<file path="src/rtl/udc_cfg_sequencer.sv">
// udc_cfg_sequencer: host-side controller for the UDC block.
// Accepts one configuration job (PLR/ULR/LLR/CCR) over valid/ready, writes the
// four registers over the UDC strobe bus, pulses start, watches ec/err and
// reports done plus a status code.
// Optional feature macro: UDC_SEQ_READBACK_EN -- read all four registers back
// after writing them and refuse to start the count on any mismatch.
module udc_cfg_sequencer #(
  parameter int unsigned         TO_WIDTH = 16,
  parameter logic [TO_WIDTH-1:0] TO_LIMIT = 16'd50000
) (
  input  logic       clk,
  input  logic       reset_n,
  input  logic       cfg_valid,
  output logic       cfg_ready,
  input  logic [7:0] cfg_plr,
  input  logic [7:0] cfg_ulr,
  input  logic [7:0] cfg_llr,
  input  logic [7:0] cfg_ccr,
  input  logic       abort,
  output logic       udc_ncs,
  output logic       udc_nrd,
  output logic       udc_nwr,
  output logic       udc_a0,
  output logic       udc_a1,
  output logic       udc_start,
  output logic [7:0] udc_dout,
  output logic       udc_oe,
  input  logic [7:0] udc_din,
  input  logic       udc_ec,
  input  logic       udc_err,
  output logic       busy,
  output logic       done,
  output logic [2:0] status
);

  localparam logic [2:0] ST_OK      = 3'b000;
  localparam logic [2:0] ST_RANGE   = 3'b001;
  localparam logic [2:0] ST_TIMEOUT = 3'b010;
  localparam logic [2:0] ST_ABORT   = 3'b011;
  localparam logic [2:0] ST_RB_MIS  = 3'b100;

  typedef enum logic [3:0] {
    S_IDLE,
    S_LATCH,
    S_WR_SETUP,
    S_WR_STROBE,
    S_WR_HOLD,
    S_RB_SETUP,
    S_RB_SAMPLE,
    S_RB_RELEASE,
    S_CHK,
    S_START,
    S_BLANK1,
    S_BLANK2,
    S_WAIT_EC,
    S_KILL,
    S_DONE
  } state_t;

  state_t              st, st_nxt;
  logic [1:0]          idx, idx_nxt;
  logic [TO_WIDTH-1:0] wd, wd_nxt;
  logic [TO_WIDTH:0]   wd_inc;
  logic                mism, mism_nxt;
  logic [2:0]          status_nxt;
  logic                take;
  logic [7:0]          regs [4];
  logic [7:0]          wr_val;

  logic       ncs_nxt, nrd_nxt, nwr_nxt, oe_nxt, start_nxt;
  logic       busy_nxt, done_nxt, ready_nxt;
  logic [1:0] addr_nxt;
  logic [7:0] dout_nxt;

  // One extra bit so the watchdog comparison can never wrap.
  assign wd_inc = {1'b0, wd} + {{TO_WIDTH{1'b0}}, 1'b1};

  // Next-state, bookkeeping and next-output decode; outputs follow the next state
  // so that every output is a clean register aligned with its state.
  always_comb begin
    st_nxt     = st;
    idx_nxt    = idx;
    wd_nxt     = wd;
    mism_nxt   = mism;
    status_nxt = status;
    take       = 1'b0;

    case (st)
      S_IDLE: begin
        if (cfg_valid) begin
          take       = 1'b1;
          st_nxt     = S_LATCH;
          idx_nxt    = 2'd0;
          mism_nxt   = 1'b0;
          status_nxt = ST_OK;
        end
      end
      S_LATCH: begin
        st_nxt  = S_WR_SETUP;
        idx_nxt = 2'd0;
      end
      S_WR_SETUP:  st_nxt = S_WR_STROBE;
      S_WR_STROBE: st_nxt = S_WR_HOLD;
      S_WR_HOLD: begin
        if (idx != 2'd3) begin
          st_nxt  = S_WR_SETUP;
          idx_nxt = idx + 2'd1;
        end else begin
`ifdef UDC_SEQ_READBACK_EN
          st_nxt  = S_RB_SETUP;
          idx_nxt = 2'd0;
`else
          st_nxt  = S_CHK;
`endif
        end
      end
      S_RB_SETUP: st_nxt = S_RB_SAMPLE;
      S_RB_SAMPLE: begin
        st_nxt = S_RB_RELEASE;
        if (udc_din != regs[idx]) mism_nxt = 1'b1;
      end
      S_RB_RELEASE: begin
        if (idx != 2'd3) begin
          st_nxt  = S_RB_SETUP;
          idx_nxt = idx + 2'd1;
        end else if (mism) begin
          st_nxt     = S_DONE;
          status_nxt = ST_RB_MIS;
        end else begin
          st_nxt = S_CHK;
        end
      end
      S_CHK: begin
        if (regs[3] == 8'h00) begin
          st_nxt     = S_DONE;
          status_nxt = ST_OK;
        end else begin
          st_nxt = S_START;
        end
      end
      S_START:  st_nxt = S_BLANK1;
      S_BLANK1: st_nxt = S_BLANK2;
      S_BLANK2: begin
        if (udc_err) begin
          st_nxt     = S_DONE;
          status_nxt = ST_RANGE;
        end else begin
          st_nxt = S_WAIT_EC;
          wd_nxt = '0;
        end
      end
      S_WAIT_EC: begin
        if (udc_ec) begin
          st_nxt     = S_DONE;
          status_nxt = ST_OK;
        end else if (wd_inc >= {1'b0, TO_LIMIT}) begin
          st_nxt     = S_KILL;
          status_nxt = ST_TIMEOUT;
          wd_nxt     = TO_LIMIT;
        end else begin
          wd_nxt = wd_inc[TO_WIDTH-1:0];
        end
      end
      S_KILL:  st_nxt = S_DONE;
      S_DONE:  st_nxt = S_IDLE;
      default: st_nxt = S_IDLE;
    endcase

    // Abort overrides every other outcome; once the UDC may be counting it must be killed.
    if (abort && (st != S_IDLE) && (st != S_DONE)) begin
      status_nxt = ST_ABORT;
      if (st inside {S_START, S_BLANK1, S_BLANK2, S_WAIT_EC}) st_nxt = S_KILL;
      else                                                    st_nxt = S_DONE;
    end

    wr_val    = regs[idx_nxt];
    ncs_nxt   = 1'b1;
    nrd_nxt   = 1'b1;
    nwr_nxt   = 1'b1;
    oe_nxt    = 1'b0;
    start_nxt = 1'b0;
    addr_nxt  = 2'b00;
    dout_nxt  = 8'h00;
    busy_nxt  = (st_nxt != S_IDLE) && (st_nxt != S_DONE);
    done_nxt  = (st_nxt == S_DONE);
    ready_nxt = (st_nxt == S_IDLE);

    case (st_nxt)
      S_WR_SETUP, S_WR_HOLD: begin
        ncs_nxt  = 1'b0;
        addr_nxt = idx_nxt;
        dout_nxt = wr_val;
        oe_nxt   = 1'b1;
      end
      S_WR_STROBE: begin
        ncs_nxt  = 1'b0;
        nwr_nxt  = 1'b0;
        addr_nxt = idx_nxt;
        dout_nxt = wr_val;
        oe_nxt   = 1'b1;
      end
      S_RB_SETUP, S_RB_SAMPLE: begin
        ncs_nxt  = 1'b0;
        nrd_nxt  = 1'b0;
        addr_nxt = idx_nxt;
      end
      S_RB_RELEASE: addr_nxt = idx_nxt;
      S_START:      start_nxt = 1'b1;
      S_KILL: begin
        nwr_nxt = 1'b0;
        nrd_nxt = 1'b0;
      end
      default: ;
    endcase
  end

  // State, register index, watchdog, readback flag and status.
  always_ff @(posedge clk or negedge reset_n) begin
    if (!reset_n) begin
      st     <= S_IDLE;
      idx    <= 2'd0;
      wd     <= '0;
      mism   <= 1'b0;
      status <= ST_OK;
    end else begin
      st     <= st_nxt;
      idx    <= idx_nxt;
      wd     <= wd_nxt;
      mism   <= mism_nxt;
      status <= status_nxt;
    end
  end

  // Job values are captured once at the handshake and held for the whole job.
  always_ff @(posedge clk or negedge reset_n) begin
    if (!reset_n) begin
      for (int i = 0; i < 4; i++) regs[i] <= 8'h00;
    end else if (take) begin
      regs[0] <= cfg_plr;
      regs[1] <= cfg_ulr;
      regs[2] <= cfg_llr;
      regs[3] <= cfg_ccr;
    end
  end

  // Registered bus and handshake outputs.
  always_ff @(posedge clk or negedge reset_n) begin
    if (!reset_n) begin
      udc_ncs   <= 1'b1;
      udc_nrd   <= 1'b1;
      udc_nwr   <= 1'b1;
      udc_a1    <= 1'b0;
      udc_a0    <= 1'b0;
      udc_start <= 1'b0;
      udc_dout  <= 8'h00;
      udc_oe    <= 1'b0;
      busy      <= 1'b0;
      done      <= 1'b0;
      cfg_ready <= 1'b1;
    end else begin
      udc_ncs   <= ncs_nxt;
      udc_nrd   <= nrd_nxt;
      udc_nwr   <= nwr_nxt;
      udc_a1    <= addr_nxt[1];
      udc_a0    <= addr_nxt[0];
      udc_start <= start_nxt;
      udc_dout  <= dout_nxt;
      udc_oe    <= oe_nxt;
      busy      <= busy_nxt;
      done      <= done_nxt;
      cfg_ready <= ready_nxt;
    end
  end

endmodule

</file>
<file path="config.mk">
export PLATFORM = sky130hd
export DESIGN_NAME = udc_cfg_sequencer
export DESIGN_NICKNAME = d
export VERILOG_FILES = /design/src/rtl/udc_cfg_sequencer.sv
export SDC_FILE = /design/constraint.sdc
export NUM_CORES = 1
export LEC_CHECK = 0
export BUFFER_PORTS_ARGS = -buffer_cell sky130_fd_sc_hd__buf_2
export CORE_ASPECT_RATIO = 0.9
export CORE_UTILIZATION = 56
export CTS_CLUSTER_DIAMETER = 50
export DETAILED_ROUTE_END_ITERATION = 6
export GPL_TIMING_DRIVEN = 0
export PLACE_DENSITY = 0.84
export SETUP_SLACK_MARGIN = 0.1
export SLEW_MARGIN = 25
export SYNTH_ARGS = -nofsm -noshare
export SYNTH_HDL_FRONTEND = slang
export SYNTH_SLANG_ARGS = --single-unit
export TNS_END_PERCENT = 10
</file>
<file path="constraint.sdc">
create_clock -name clk -period 3.05 [get_ports clk]
set_input_delay 0.1525 -clock clk [delete_from_list [all_inputs] [get_ports clk]]
set_output_delay 0.1525 -clock clk [all_outputs]
set_load 0.05 [all_outputs]
</file>
==> reports/results.ini <==
[run_status]
outcome = finished with violations
violations = DRC

[sta]
period_needed_ps = 2770
setup_viol = 0
hold_viol_final = 0
finalCritPeriodShare_pct = 90.7
fin_ws_ps = 283
fin_skew_ps = 10.6
fin_setup_tns_ps = 0
fmax_mhz = 361
max_slew.worst_pin.slew_ps = 765
slew_headroom_pct = 49.0
rsz0062_at_grt = true
slew_violations = 0

[logic_synthesis]
yosys_warnings = 0
synth_commonest_cells = dfrtp_1, mux2_2, nand2_1, nor2_1, a21oi_1
synth_top_cell_by_area = dfrtp_1
synth.avg_cell_area_um2 = 10.2
synth-compound-area-share_pct = 15.1
synth.top_cell.area_share_pct = 38.4
async_flop_share_pct = 100
ys_seq_area_share_pct = 40.7
ys_ff_latch = 76
netlist_area_um2 = 4690
synthCells = 460
synth_area_leaders = dfrtp_1, mux2_2, mux4_2
yosys.area_share.simple_pct = 20.2
syn_nets = 508
synth-adder-area-share_pct = 0.533
yosysMostFrequentCell = dfrtp_1
synth_top_flop_cell = dfrtp_1
synth_xor_area_share_pct = 2.24
synth_top_family_by_area = simple AND/OR/NAND/NOR gates
yosysUniqueCellTypes = 77
synth_edf_count = 0
synth_mux_area_share_pct = 16.0

[global_routing]
overflow = 0
antenna_found_initial = 0
grt_pass1_wl_um = 18800
globalRouteTotalUtil_pct = 28.2
grt_max_degree = 56
grt_pass1_vias = 3724

[drt]
antenna_left = 0
drt_iter0_drc = 299
drc = 2
drtPass1Iterations = 7
wire_per_inst_um = 18.8
finalWirelength_um = 12100
via_per_inst = 6.41
dr_total_vias = 4119

[worst_setup_path]
cp-endpoint = wd[11]$_DFFE_PN0P_
crit_required_ps = 3260
critPathArrivalTime_ps = 2970
timing.rr.start = wd[1]$_DFFE_PN0P_
crit_type = flip-flop to flip-flop
r2r-end = wd[11]$_DFFE_PN0P_
end_kind = flip-flop
worstRegToRegCells = 10
reg2reg_slack_ps = 280
crit_path_max_fanout = 10
cp-startpoint = wd[1]$_DFFE_PN0P_
cp-start-kind = flip-flop

[finish]
layout.nets = 586
syn_to_final_growth_pct = 15.5
seqCellArea_um2 = 1910
multi_input_area_um2 = 2550
drive_above_1_share_pct = 32.8
nFillCells = 628

[clock_tree]
ctsRootBufferMaster = clkbuf_8
max-clock-path-buffers = 2
cts_num_sinks = 76
clk_latency_ps = 360
cts_tree = yes
h-tree-depth = 3
cts.clk_slew.worst_paths_ps = 80
cts_made_buffers = 9

[flow_run]
maxCapViolCount = 0

[floorplanning]
num_rows = 31
core_um2 = 8070
ios = 67
die-width_um = 98.5
die_y_um = 88.8
start_util_pct = 58.1
die-area_um2 = 8750

[power_and_ir_drop]
p_per_area_nw_per_um2 = 989
p_switching_w = 0.00236
combPwrFrac_pct = 51.9
p_leak_nw = 2.34
pwr-share-clk_pct = 16.3
peakVddDrop_v = 0.000797
p_int_w = 0.00300
power_frac_seq_pct = 31.9
swShare_pct = 44.0

[placement]
hpwl_um = 8690
port_buffers = 65
gp_congestion = 0.911
post-place-ws_ps = 231

[hold_path]
hold_path_class = primary input to flip-flop

## power groups by stage
stage	Sequential (W)	Combinational [W]	Clock (W)
3_3_place_gp	0.00167	0.00269	0
6_report	0.00171	0.00278	0.000872
2_1_floorplan	0.00199	0.00180	0
3_5_place_dp	0.00171	0.00275	0
5_1_grt	0.00174	0.00300	0.000927
4_1_cts	0.00169	0.00277	0.000887
## worst max-delay path, stage by stage, from the launching register on
cell     delay (ps)
dfrtp_2         450
ha_1            180
buf_2           190
nand3_1         220
nor4_4          370
mux2i_1         290
a21oi_1         110
o31a_1          300
buf_2           220
a41oi_1         210
a31oi_1          60
## flip-flops by register name (all words and copies together) (netlist names)
register	flops
busy	1
cfg_ready	1
done	1
idx	2
mism	1
regs	32
st	4
status	3
udc_a0	1
udc_a1	1
udc_dout	8
udc_ncs	1
udc_nrd	1
udc_nwr	1
udc_oe	1
udc_start	1
wd	16
## per-stage QoR
stage          util, %  cell area, µm²  hold slack (ps)  cells  total power [W]
6_report          67.2            5420             21.1    643          0.00536
5_1_grt           67.1            5420             16.7    642          0.00567
4_1_cts           67.0            5400             8.99    642          0.00535
3_5_place_dp      64.1            5170             72.9    625          0.00445
3_3_place_gp      63.7            5140              385    624          0.00435
2_1_floorplan        -            4690             -143    460          0.00378
## how the worst min path moves through the flow
stage          startpoint                   end  slack [ps]  depth (start not counted)
2_1_floorplan     reset_n        busy$_DFF_PN0_        -140                          0
5_1_grt        cfg_ccr[5]   regs[5]$_DFFE_PN0P_          20                          2
3_5_place_dp      reset_n     wd[9]$_DFFE_PN0P_          70                          1
4_1_cts        cfg_llr[7]  regs[15]$_DFFE_PN0P_           9                          2
6_report       cfg_llr[7]  regs[15]$_DFFE_PN0P_          20                          2
3_3_place_gp   cfg_llr[1]   regs[9]$_DFFE_PN0P_         380                          2
## cells by family after synthesis
group           Yosys count
buf+inv                  53
flops                    76
xor+xnor                 12
compound gates          101
fa+ha+maj                 2
simple gates            165
mux                      51
## layout make-up
type / count / area share (%)
diodes: 1 / 0.0462
plain buffers: 37 / 3.46
clock buffers: 9 / 2.29
clock inverters: 7 / 1.82
inverters: 16 / 1.11
multi-input cells: 331 / 47.0
flip-flops and latches: 76 / 35.2
well taps: 99 / 2.29
repair buffers: 67 / 6.74
## cells in the final DEF, fill, tap and decap left out, types with 9 or more instances in the layout
master	n
nand2_1	31
mux4_2	16
nand3_1	16
clkbuf_1	13
nor2b_1	9
nor3_1	16
mux2_2	33
buf_2	78
nor2_1	29
dfrtp_1	70
a21oi_1	26
a31oi_1	9
o21ai_0	14
xnor2_1	10
inv_1	15
nand4_1	13
clkbuf_8	9
## repair_timing
action	CTS	global route
endpoints found under the hold margin	21	0
setup endpoints to repair	0	14
setup buffers	0	0
hold buffers	1	0
resized for setup	0	6
## routing by layer
| layer | track usage [%] | vias up | share of wire (%) |
|---|---|---|---|
| li1 | - | 1886 | - |
| met3 | 5.06 | 30 | 6.7 |
| met2 | 44.5 | 183 | 48 |
| met1 | 38.4 | 2020 | 43 |
| met4 | 13.6 | 0 | 2.3 |
| met5 | 0 | - | 0 |
(Power assumes the default switching activity.)
